**src/rtl/eth_tx_pkt_arbiter.sv**
```systemverilog
// Packet-granular arbiter sharing one MAC TX byte stream among FWFT byte sources,
// with inter-packet gap and runaway-packet truncation. Define ARB_STRICT_PRIO_EN for strict priority.
module eth_tx_pkt_arbiter #(
  parameter int P_NUM_REQ       = 3,
  parameter int P_IPG_CYCLES    = 12,
  parameter int P_MAX_PKT_BYTES = 1514
) (
  input  logic                      i_sys_clk,
  input  logic                      i_sys_arst_n,
  input  logic [P_NUM_REQ-1:0][7:0] i_req_byte,
  input  logic [P_NUM_REQ-1:0]      i_req_byte_vld,
  input  logic [P_NUM_REQ-1:0]      i_req_last_byte,
  output logic [P_NUM_REQ-1:0]      o_req_byte_rd,
  output logic [7:0]                o_pkt_byte,
  output logic                      o_pkt_byte_vld,
  output logic                      o_pkt_last_byte,
  input  logic                      i_pkt_byte_rd,
  output logic [P_NUM_REQ-1:0]      o_grant,
  output logic                      o_busy,
  output logic                      o_pkt_len_error
);

  localparam int GNT_W    = $clog2(P_NUM_REQ);
  localparam int CNT_W    = $clog2(P_MAX_PKT_BYTES + 1);
  localparam int IPG_W    = (P_IPG_CYCLES > 0) ? $clog2(P_IPG_CYCLES + 1) : 1;
  localparam int IPG_LAST = (P_IPG_CYCLES > 0) ? P_IPG_CYCLES - 1 : 0;
  localparam logic [CNT_W-1:0] CNT_LAST = CNT_W'(P_MAX_PKT_BYTES - 1);
  localparam logic [GNT_W-1:0] IDX_LAST = GNT_W'(P_NUM_REQ - 1);

  typedef enum logic [1:0] {S_IDLE, S_XFER, S_FLUSH, S_IPG} state_t;
  localparam state_t POST_PKT = (P_IPG_CYCLES == 0) ? S_IDLE : S_IPG;

  state_t           state, state_nxt;
  logic [GNT_W-1:0] gnt_idx, pick_idx, rr_ptr;
  logic             pick_vld;
  logic [CNT_W-1:0] byte_cnt;
  logic [IPG_W-1:0] ipg_cnt;
  logic             cur_vld, cur_last, pop, pkt_done, trunc;

  assign cur_vld  = i_req_byte_vld[gnt_idx];
  assign cur_last = i_req_last_byte[gnt_idx];
  assign o_busy   = (state != S_IDLE);

`ifdef ARB_STRICT_PRIO_EN
  // Descending scan so the lowest valid index is the last one written.
  always_comb begin
    pick_vld = 1'b0;
    pick_idx = '0;
    for (int i = P_NUM_REQ - 1; i >= 0; i--) begin
      if (i_req_byte_vld[i]) begin
        pick_vld = 1'b1;
        pick_idx = GNT_W'(i);
      end
    end
  end
`else
  int rr_idx;

  // Descending scan over offsets from rr_ptr: the nearest valid requester wins.
  always_comb begin
    pick_vld = 1'b0;
    pick_idx = '0;
    rr_idx   = 0;
    for (int i = P_NUM_REQ - 1; i >= 0; i--) begin
      rr_idx = int'(rr_ptr) + i;
      if (rr_idx >= P_NUM_REQ) rr_idx = rr_idx - P_NUM_REQ;
      if (i_req_byte_vld[rr_idx]) begin
        pick_vld = 1'b1;
        pick_idx = GNT_W'(rr_idx);
      end
    end
  end
`endif

  always_ff @(posedge i_sys_clk or negedge i_sys_arst_n) begin
    if (!i_sys_arst_n) state <= S_IDLE;
    else               state <= state_nxt;
  end

  always_comb begin
    state_nxt       = state;
    o_req_byte_rd   = '0;
    o_pkt_byte      = '0;
    o_pkt_byte_vld  = 1'b0;
    o_pkt_last_byte = 1'b0;
    o_grant         = '0;
    pop             = 1'b0;
    pkt_done        = 1'b0;
    trunc           = 1'b0;
    case (state)
      S_IDLE: begin
        if (pick_vld) state_nxt = S_XFER;
      end
      S_XFER: begin
        o_grant[gnt_idx]       = 1'b1;
        o_pkt_byte             = i_req_byte[gnt_idx];
        o_pkt_byte_vld         = cur_vld;
        o_pkt_last_byte        = cur_last | (byte_cnt == CNT_LAST);
        pop                    = i_pkt_byte_rd & cur_vld;
        o_req_byte_rd[gnt_idx] = pop;
        if (pop) begin
          if (cur_last) begin
            pkt_done  = 1'b1;
            state_nxt = POST_PKT;
          end else if (byte_cnt == CNT_LAST) begin
            trunc     = 1'b1;
            state_nxt = S_FLUSH;
          end
        end
      end
      S_FLUSH: begin
        // Drain the remainder of an over-long packet without presenting it downstream.
        o_grant[gnt_idx]       = 1'b1;
        o_req_byte_rd[gnt_idx] = cur_vld;
        if (cur_vld && cur_last) begin
          pkt_done  = 1'b1;
          state_nxt = POST_PKT;
        end
      end
      S_IPG: begin
        if (ipg_cnt == IPG_W'(IPG_LAST)) state_nxt = S_IDLE;
      end
      default: state_nxt = S_IDLE;
    endcase
  end

  always_ff @(posedge i_sys_clk or negedge i_sys_arst_n) begin
    if (!i_sys_arst_n) begin
      gnt_idx         <= '0;
      rr_ptr          <= '0;
      byte_cnt        <= '0;
      ipg_cnt         <= '0;
      o_pkt_len_error <= 1'b0;
    end else begin
      o_pkt_len_error <= trunc;
      if (state == S_IDLE && pick_vld) gnt_idx <= pick_idx;
      if (state == S_XFER) begin
        if (pop) byte_cnt <= byte_cnt + CNT_W'(1);
      end else begin
        byte_cnt <= '0;
      end
      if (state == S_IPG) ipg_cnt <= ipg_cnt + IPG_W'(1);
      else                ipg_cnt <= '0;
`ifdef ARB_STRICT_PRIO_EN
      rr_ptr <= '0;
`else
      if (pkt_done) rr_ptr <= (gnt_idx == IDX_LAST) ? '0 : gnt_idx + GNT_W'(1);
`endif
    end
  end

endmodule

```
**config.mk**
```make
export PLATFORM = sky130hd
export DESIGN_NAME = eth_tx_pkt_arbiter
export DESIGN_NICKNAME = d
export VERILOG_FILES = /design/src/rtl/eth_tx_pkt_arbiter.sv
export SDC_FILE = /design/constraint.sdc
export NUM_CORES = 1
export LEC_CHECK = 0
export CAP_MARGIN = 40
export CORE_MARGIN = 10
export CORE_UTILIZATION = 35
export CTS_CLUSTER_SIZE = 14
export DETAILED_ROUTE_END_ITERATION = 8
export GPL_ROUTABILITY_DRIVEN = 0
export GPL_TIMING_DRIVEN = 0
export PLACE_DENSITY = 0.7
export SYNTH_ARGS = -nofsm -noshare
export SYNTH_HDL_FRONTEND = slang
export SYNTH_SLANG_ARGS = --single-unit
```
**constraint.sdc**
```tcl
create_clock -name i_sys_clk -period 2.3 [get_ports i_sys_clk]
set_input_delay 0.345 -clock i_sys_clk [delete_from_list [all_inputs] [get_ports i_sys_clk]]
set_output_delay 0.345 -clock i_sys_clk [all_outputs]
set_load 0.1 [all_outputs]
```
Word level (Yosys, flattened, before mapping)
Index checks and enable logic that the tools add are counted.
{ "totals": {"regBits": 22, "input_bits": 33, "output_inout_bits": 18, "wordCells": 96} }
{ "op_classes": {"addsub": 8, "order_cmp": 8, "eq_ne": 12, "muxes": 51, "n_bitwise": 4, "n_reduce_logical": 7} }
{ "ops": {"columns": ["operator", "n"], "rows": [
  ["32-bit by 4-bit < comparator with 1-bit output (second input constant)", 3],
  ["32-bit two-way mux", 3],
  ["1-bit two-way mux", 22],
  ["11-bit two-way mux", 2],
  ["2-bit two-way mux", 10],
  ["8-bit binary-select mux with 2-bit select", 1],
  ["8-bit two-way mux", 2],
  ["11-bit by 1-bit adder with 11-bit output (second input constant)", 1],
  ["11-bit == test (second input constant)", 1],
  ["1-bit binary-select mux with 2-bit select", 5],
  ["2-bit inequality test (second input constant)", 5],
  ["2-bit one-hot mux with 4 select lines", 1],
  ["3-bit by 2-bit subtractor with 4-bit output (second input constant)", 2],
  ["3-bit bitwise AND", 2],
  ["2-bit == test (second input constant)", 3],
  ["3-bit by 2-bit greater-or-equal comparator with 1-bit output (second input constant)", 2],
  ["3-bit one-hot mux with 2 select lines", 1],
  ["5-bit AND reduction", 1],
  ["4-bit by 1-bit adder with 4-bit output (second input constant)", 1],
  ["4-bit == test (second input constant)", 1],
  ["4-bit two-way mux", 1],
  ["2-bit by 1-bit adder with 3-bit output (second input constant)", 1],
  ["2-bit by 2-bit adder with 3-bit output (second input constant)", 1],
  ["1-bit logical AND", 3],
  ["other kinds (15)", 15]
]} }

Longest topological paths before layout
Gate-level depths: netlist (run 1).
{ "depth": {"depth_word": 11, "ltp_mapped": 7, "ltp_nobuf": 7} }

Least setup slack after synthesis (run 1)
Ideal clock, no wire load.
{ "synth_timing": {"path_kind": "register -> output", "from": "reg gnt_idx[0]", "to": "out o_req_byte_rd[0]", "arrival_time_ns": 4.238, "required_time_ns": 1.955, "path_slack_ns": -2.283, "stages_incl_launch_ff": 7, "path_buffers": 2, "path_cell_list": "dfrtp_1 > buf_6 > nor2b_1 > buf_2 > o2bb2ai_1 > o21ai_0 > nor4b_1"} }
{ "synth_between": {"elab_chain_len": 6, "word_cells_on_any_way": 11, "cone_classes": "order compare: 2; mux: 5; bitwise: 3; reduce/logical: 1"} }
{ "synth_lines": {"columns": ["item", "line_no", "text"], "rows": [
  ["start, declared", "34", "logic [GNT_W-1:0] gnt_idx, pick_idx, rr_ptr;"],
  ["start signal, assigned", "136", "if (state == S_IDLE && pick_vld) gnt_idx <= pick_idx;"],
  ["2-bit by 3-bit < comparator with 1-bit output (not written as such) / 2-bit by 1-bit greater-or-equal comparator with 1-bit output (equally long branches)", "100, 114", null],
  ["1-bit logical AND (not written as such)", "100, 114", null],
  ["1-bit two-way mux (not written as such)", "100, 114", null],
  ["1-bit demux with 2-bit select", "100, 114", null],
  ["3-bit bitwise AND (no source line)", null, null],
  ["3-bit one-hot mux with 2 select lines *", "90", "case (state)"],
  ["end, declared", "13", "output logic [P_NUM_REQ-1:0] o_req_byte_rd,"]
]} }
Every way passes the cells marked *; elsewhere a longest branch is shown, timed or not. The select of a mux whose other input is x is not followed.

Worst setup path in the final report (run 1)
{ "layout_timing": {"from": "reg gnt_idx[0]", "to": "out o_pkt_byte[1]"} }
{ "layout_between": {"elab_chain_len": 3} }
{ "layout_lines": {"columns": ["item", "line_no", "text"], "rows": [
  ["8-bit binary-select mux with 2-bit select", "96", "o_pkt_byte = i_req_byte[gnt_idx];"],
  ["8-bit two-way mux (not written as such)", "96", null],
  ["8-bit two-way mux", "90", null],
  ["end, declared", "14", "output logic [7:0] o_pkt_byte,"]
]} }
No other way between the ends. The select of a mux whose other input is x is not followed.

==> results of run 1 <==
## cells by family (layout without fill, tap and decap cells)
logic type,Yosys count,in the layout,synth area share
multiplexers,12,12,0.0756
XOR/XNOR,7,7,0.0378
adder cells (fa/ha/maj),10,10,0.0764
AO/OA/AOI/OAI,43,43,0.177
flip-flops,22,22,0.340
buffers and inverters,20,93,0.0517
AND/OR/NAND/NOR,72,72,0.242
## worst reg2reg max path: cells and delay by family, from the launching register on
family | cells | cell delay [ps]
adder cells (fa/ha/maj) | 2 | 620
multiplexers | 1 | 350
flip-flops | 1 | 410
AO/OA/AOI/OAI | 2 | 730
## power groups by stage
stage / Clock, W / Sequential, W / Combinational, W
after detailed placement: 0 / 0.000546 / 0.00338
after global routing: 0.000255 / 0.000552 / 0.00376
final: 0.000231 / 0.000541 / 0.00360
after global placement: 0 / 0.000535 / 0.00262
after floorplan: 0 / 0.000523 / 0.00207
after CTS: 0.000236 / 0.000540 / 0.00348
## cell usage after synthesis (2+ instances only)
cell      count
dfrtp_1      22
nand2_1       7
inv_1        13
mux2i_1      10
and2_1        6
nand3_1       3
a21oi_1      18
ha_1          9
xnor2_1       3
nand2b_1      2
xor2_1        4
o21ai_0       9
o31ai_1       4
nor2_1       29
or3_1         5
clkbuf_1      5
nand4b_1      2
nand4_1       5
nor2b_1       3
## cells in the final DEF (no fill, tap or decap), types with 2 or more instances in the layout
| cell type | Yosys | final |
|---|---|---|
| buf_12 | 0 | 5 |
| nand2b_1 | 2 | 2 |
| a21oi_1 | 18 | 16 |
| a21oi_2 | 0 | 2 |
| ha_4 | 0 | 2 |
| dfrtp_2 | 0 | 2 |
| dlygate4sd2_1 | 0 | 7 |
| buf_8 | 0 | 3 |
| buf_16 | 0 | 10 |
| inv_1 | 13 | 12 |
| nand4_1 | 5 | 5 |
| mux2i_1 | 10 | 8 |
| xor2_1 | 4 | 4 |
| nor2b_4 | 0 | 2 |
| buf_4 | 0 | 12 |
| nor2_2 | 0 | 7 |
| clkdlybuf4s50_1 | 0 | 31 |
| dlymetal6s2s_1 | 0 | 2 |
| mux2i_2 | 0 | 2 |
| dfrtp_1 | 22 | 20 |
| and2_1 | 6 | 5 |
| nand2_1 | 7 | 7 |
| o21ai_0 | 9 | 7 |
| or3_1 | 5 | 5 |
| nand3_1 | 3 | 3 |
| o31ai_1 | 4 | 4 |
| nor2_1 | 29 | 22 |
| nand4b_1 | 2 | 2 |
| clkbuf_8 | 0 | 5 |
| clkbuf_16 | 0 | 2 |
| ha_1 | 9 | 6 |
| xnor2_1 | 3 | 3 |
## stage by stage
step                utilization  std cells  setup slack (ps)  hold slack [ps]
floorplan                     -        186              -372             49.4
global route              0.640        311             -3.63              372
detailed placement        0.605        307              -794              447
global placement          0.509        288             -1150              446
CTS                       0.623        303             -54.8              357
finish                    0.640        311              83.1              355
## per-layer routing
metal	wire length, µm	up-vias	track usage
li1	-	804	-
met1	2020	792	0.139
met2	3130	18	0.259
met3	103	6	0.0167
met4	73	0	0.0314
met5	0	-	0
## layout make-up
| cell class | instances | share of cell area |
|---|---|---|
| Inverter | 13 | 0.0173 |
| Timing Repair Buffer | 70 | 0.327 |
| Tap cell | 52 | 0.0230 |
| Buffer | 7 | 0.0292 |
| Multi-Input combinational cell | 144 | 0.393 |
| Clock buffer | 3 | 0.0146 |
| Sequential cell | 22 | 0.196 |
## sequential cells by signal, indices dropped and copies added (netlist names)
register / cells
state: 2
o_pkt_len_error: 1
rr_ptr: 2
ipg_cnt: 4
gnt_idx: 2
byte_cnt: 11
## how the worst max path moves through the flow
stage / from / endpoint / slack (ps) / depth (start not counted)
global route: i_pkt_byte_rd / state[1] / -4 / 6
finish: gnt_idx[0] / o_pkt_byte[1] / 80 / 8
floorplan: state[1] / o_pkt_byte[0] / -370 / 5
global placement: i_req_byte_vld[1] / o_req_byte_rd[0] / -1150 / 6
CTS: gnt_idx[0] / o_req_byte_rd[1] / -50 / 8
detailed placement: i_req_byte_vld[1] / o_req_byte_rd[0] / -790 / 7
## timing repair
action | in CTS | in global routing
buffers inserted | 2 | 9
setup endpoints to repair | 17 | 6
resized for setup | 37 | 7
cloned | 0 | 0
pin swaps | 2 | 3
==> key figures, run 1 <==
Outcome
  • Outcome: finished clean

Synth
  • Cells taking the most area after synthesis: dfrtp_1, ha_1, nor2_1
  • Area fraction of the dominant cell type after synthesis: 0.340
  • Mapped cell area: 1620 µm²
  • Post-synthesis sequential area ratio: 0.340
  • Count of cell types in the netlist: 46
  • Primary FF master, synth: dfrtp_1
  • Number of synthesized register bits: 22
  • Avg Cell Area, Syn: 8.72 µm²
  • Syn_nets: 228
  • Area leader, netlist: dfrtp_1
  • Yosys synthesis warning count: 0
  • Post-Synthesis Cells: 186
  • Async SR Flop Fraction: 1.00
  • Number of synthesized flops with an enable pin: 0

GRT
  • GRT Residual Overflow: 0
  • All-Layer GR Usage: 0.130
  • Number of global-route vias before repair: 1681
  • Initial antenna violation count: 0
  • Largest net degree at the start of global routing: 17
  • First-pass GRT wire length: 8200 µm

Floorplan
  • CORE AREA: 4410 µm²
  • I/O pin cnt: 51
  • Die height: 88.1 µm
  • DIE WIDTH: 88.1 µm
  • Row count: 24
  • Initial Util: 0.367
  • Die area: 7760 µm²

Setup path
  • Reg2Reg Launch Point: rr_ptr[0]
  • Crit path largest cell delay: 350 ps
  • Critical R2R Capture: state[1]
  • Crit path cell chain: buf_6, clkbuf_16, mux2i_1, nor2_1, a21oi_1, nor2_2, dlygate4sd2_1, buf_12
  • Max Fanout on Critical Path: 10
  • Crit path capture type: output port
  • CP delay by family, top: buffers and inverters
  • Slowest stage cell, crit path: dfrtp_1
  • Bufs and invs on worst path: 4
  • Critical path data required time: 1960 ps
  • Worst r2r path cells: 5
  • Crit Path Class: register to output port
  • Crit path arrival time: 1870 ps
  • Flop-to-flop setup slack: 80 ps
  • Crit start category: register

Job
  • Maxcap violations: 0

Power and ir drop
  • Share of power burned in the clock network: 0.053
  • Net switching power figure: 0.00226 W
  • Final Total Pwr: 0.00437 W
  • Peak VDD IR: 0.708 mV
  • Part of the power in registers: 0.124
  • Internal power: 0.00211 W
  • Sw frac: 0.517
  • Leak pwr: 1.20 nW
  • Power per cell area: 1550 nW/µm²
  • Combinational group share of total power: 0.824

Clocking
  • Root Buffer: clkbuf_8
  • Clk Latency, worst-skew pair: 260 ps
  • Clock slew at reported path FFs: 70 ps
  • CTS tree: done
  • Hold_buf cts: 0
  • CTS buffer count: 3
  • H-Tree Depth: 1
  • TritonCTS Sinks: 22
  • Longest Clk Path Bufs: 2

Placed design
  • Buffers on Ports: 50
  • Post-DP HPWL: 4220 µm
  • Placed Area: 2670 µm²

Timing
  • Tmin final: 2220 ps
  • Final setup fails: 0
  • Pins over their slew limit: 0
  • Max Clock Skew: 3.24 ps
  • Tcrit/Tclk final: 0.964
  • Fmax: 451 MHz
  • Worst slew margin: 0.684
  • Setup TNS: 0 ps
  • Final hold viol count: 0
  • Worst-Margin Slew: 473 ps

Detailed routing
  • Initial detailed-routing violation count: 110
  • Remaining DRCs: 0
  • Via-to-Cell Ratio: 5.21
  • DRT Pass-1 Iters: 4
  • Final ANT Viol Nets: 0
  • Via count: 1620
  • Final WL: 5320 µm
  • WL/cell: 17.1 µm

Cells and area
  • Fill count: 323
  • Diode count: 0
  • Synthesis-to-layout area growth: 74.2%
  • Finished Cell Area: 2820 µm²
  • Layout cells sized above 1: 0.278
  • Storage cell area: 553 µm²
  • Area of the multi-input gates: 1110 µm²
  • Fin nets: 303

Min path
  • Hold WC Path Type: input pin to async pin
No activity file was read; power rests on OpenSTA's default activity.
==> run 2: changes to the inputs <==
--- a/config.mk
+++ b/config.mk
@@ -7,5 +7,5 @@
 export LEC_CHECK = 0
 export CAP_MARGIN = 40
-export CORE_MARGIN = 10
+export CORE_MARGIN = 8
 export CORE_UTILIZATION = 35
 export CTS_CLUSTER_SIZE = 14
==> constraint.sdc (replaced) <==
create_clock -name i_sys_clk -period 2.3 [get_ports i_sys_clk]
set_input_delay 0.345 -clock i_sys_clk [delete_from_list [all_inputs] [get_ports i_sys_clk]]
set_output_delay 0.345 -clock i_sys_clk [all_outputs]
set_load 0.005 [all_outputs]
==> key figures, run 2 (synthesis gave the netlist of run 1 again) <==
Detailed routing
  • Via count: 1575 (-2.8%)
  • WL/cell: 15.4 µm (-9.7%)
  • Final ANT Viol Nets: 0 (unchanged)
  • Via-to-Cell Ratio: 5.22 (+0.12%)
  • DRT Pass-1 Iters: 4 (unchanged)
  • Remaining DRCs: 0 (unchanged)
  • Final WL: 4660 µm (-12%)
  • Initial detailed-routing violation count: 64 (-42%)

Clocking
  • CTS tree: done
  • Longest Clk Path Bufs: 2 (unchanged)
  • H-Tree Depth: 1 (unchanged)
  • Clock slew at reported path FFs: 80 ps (about the same)
  • TritonCTS Sinks: 22 (unchanged)
  • CTS buffer count: 3 (unchanged)
  • Clk Latency, worst-skew pair: 270 ps (about the same)
  • Root Buffer: clkbuf_8

Cells and area
  • Flip-flop count of the largest register after layout: 11 (unchanged)
  • Most frequent cells in the layout: clkdlybuf4s50_1, nor2_1, dfrtp_1
  • Largest regs: byte_cnt x11, ipg_cnt x4
  • Synthesis-to-layout area growth: 51.4%
  • Fin nets: 293 (-3.3%)
  • Register with the most flip-flops: byte_cnt
  • Most common cell after layout, fill and taps aside: clkdlybuf4s50_1
  • Final Non-Filler Cells: 302 (-2.9%)
  • Diode count: 0 (unchanged)
  • Layout cells sized above 1: 0.168 (-0.110)

Timing
  • Setup TNS: 0 ps (unchanged)
  • Final hold viol count: 0 (unchanged)
  • Tcrit/Tclk final: 0.967 (+0.00288)
  • Tmin final: 2220 ps (+6.63 ps)
  • Max Clock Skew: 8.65 ps (+5.40 ps)
  • Final WS setup: 76.4 ps (-6.63 ps)
  • Final setup fails: 0 (unchanged)
  • WHS: 413 ps (+58.5 ps)
  • Pins over their slew limit: 0 (unchanged)
  • Worst slew margin: 0.658 (-0.0264)
  • Worst-Margin Slew: 511 ps (+38.0 ps)
  • Fmax: 450 MHz (-0.30%)

Floorplan
  • Row count: 24 (unchanged)
  • Die height: 84.1 µm (-4.5%)
  • I/O pin cnt: 51 (unchanged)
  • Die area: 7070 µm² (-8.9%)
  • Initial Util: 0.367 (unchanged)
  • DIE WIDTH: 84.1 µm (-4.5%)
  • CORE AREA: 4410 µm² (unchanged)

Power and ir drop
  • Final Total Pwr: 0.00267 W (-39%)
  • Power per cell area: 1090 nW/µm² (-30%)
  • Peak VDD IR: 0.609 mV (-14%)
  • Leak pwr: 1.13 nW (-5.9%)

GRT
  • All-Layer GR Usage: 0.127 (-0.00333)
  • Largest net degree at the start of global routing: 14 (-3)
  • GRT Residual Overflow: 0 (unchanged)
  • First-pass GRT wire length: 7510 µm (-8.4%)
  • Number of global-route vias before repair: 1533 (-8.8%)
  • Initial antenna violation count: 0 (unchanged)

Setup path
  • Crit path capture type: register
  • Crit Path Class: register to register
  • Critical path data required time: 2450 ps (+490 ps)
  • Max Fanout on Critical Path: 7 (-3)
  • Crit start category: register
  • Crit path arrival time: 2370 ps (+500 ps)

Outcome
  • Outcome: finished clean

Placed design
  • Cells after DPL: 289 (-5.9%)
  • Post-DP HPWL: 3390 µm (-20%)
  • Buffers on Ports: 50 (unchanged)
  • Dpl ws: -425 ps (+368 ps)

Job
  • Maxcap violations: 0 (unchanged)

Min path
  • Hold WC Path Type: input pin to async pin
-- run 2: cell types whose count changed in the layout (fill, tap and decap cells not counted), sizes merged --
cell           before  now
dlymetal6s2s        2    8
dlygate4sd2         7    3
clkdlybuf4s50      31   39
buf                31   16
clkbuf              9    4
bufinv              0    1
-- run 2: layout make-up --
class / instances / area [µm²]
tap: 52 / 65.1
fill: 408 / 1960
sequential: 22 / 553
multi-input combinational: 144 / 1060
inverter: 13 / 48.8
clock buffer: 3 / 41.3
buffer: 7 / 57.6
clock inverter: 1 / 30.0
timing repair buffer: 60 / 599
-- run 2: power by group --
part	internal (W)	switching, W
Clock	0.000233	0.000125
Sequential	0.000465	0.0000772
Combinational	0.000923	0.000848
-- run 2: path summary, 6_finish.rpt --
kind                               end  slack, ps    startpoint  depth (start not counted)
min in group i_sys_clk      ipg_cnt[0]        450    ipg_cnt[0]                          1
max reg2reg                   state[1]         80     rr_ptr[0]                          6
max in group asynchronous  byte_cnt[2]       1420  i_sys_arst_n                          2
min reg2reg                 ipg_cnt[0]        450    ipg_cnt[0]                          1
max                           state[1]         80     rr_ptr[0]                          6
min                         ipg_cnt[2]        410  i_sys_arst_n                          1
-- run 2: critical path, stage by stage, from the launching register on --
cell and delay [ps]:
dfrtp_1 440, inv_2 70, ha_4 180, maj3_2 290, a221o_1 420, a2111oi_4 350
mux2_1 350
-- run 2: per-stage QoR --
step,cell area (µm²),utilization
floorplan,1620,-
finish,2450,0.556
detailed placement,2200,0.499
global placement,2190,0.495
global route,2450,0.556
CTS,2380,0.540
-- run 2: what timing repair did --
item,CTS,global route
setup endpoints to repair,15,14
buffers inserted,8,1
hold buffers,0,0
resized for setup,19,26
pin swaps,2,3
-- run 2: routing by layer --
metal | routed length [µm] | up-vias | GRT usage
met1 | 2010 | 760 | 0.147
met5 | 0 | - | 0
met3 | 97 | 6 | 0.0225
li1 | - | 790 | -
met4 | 66 | 0 | 0.0377
met2 | 2490 | 19 | 0.228
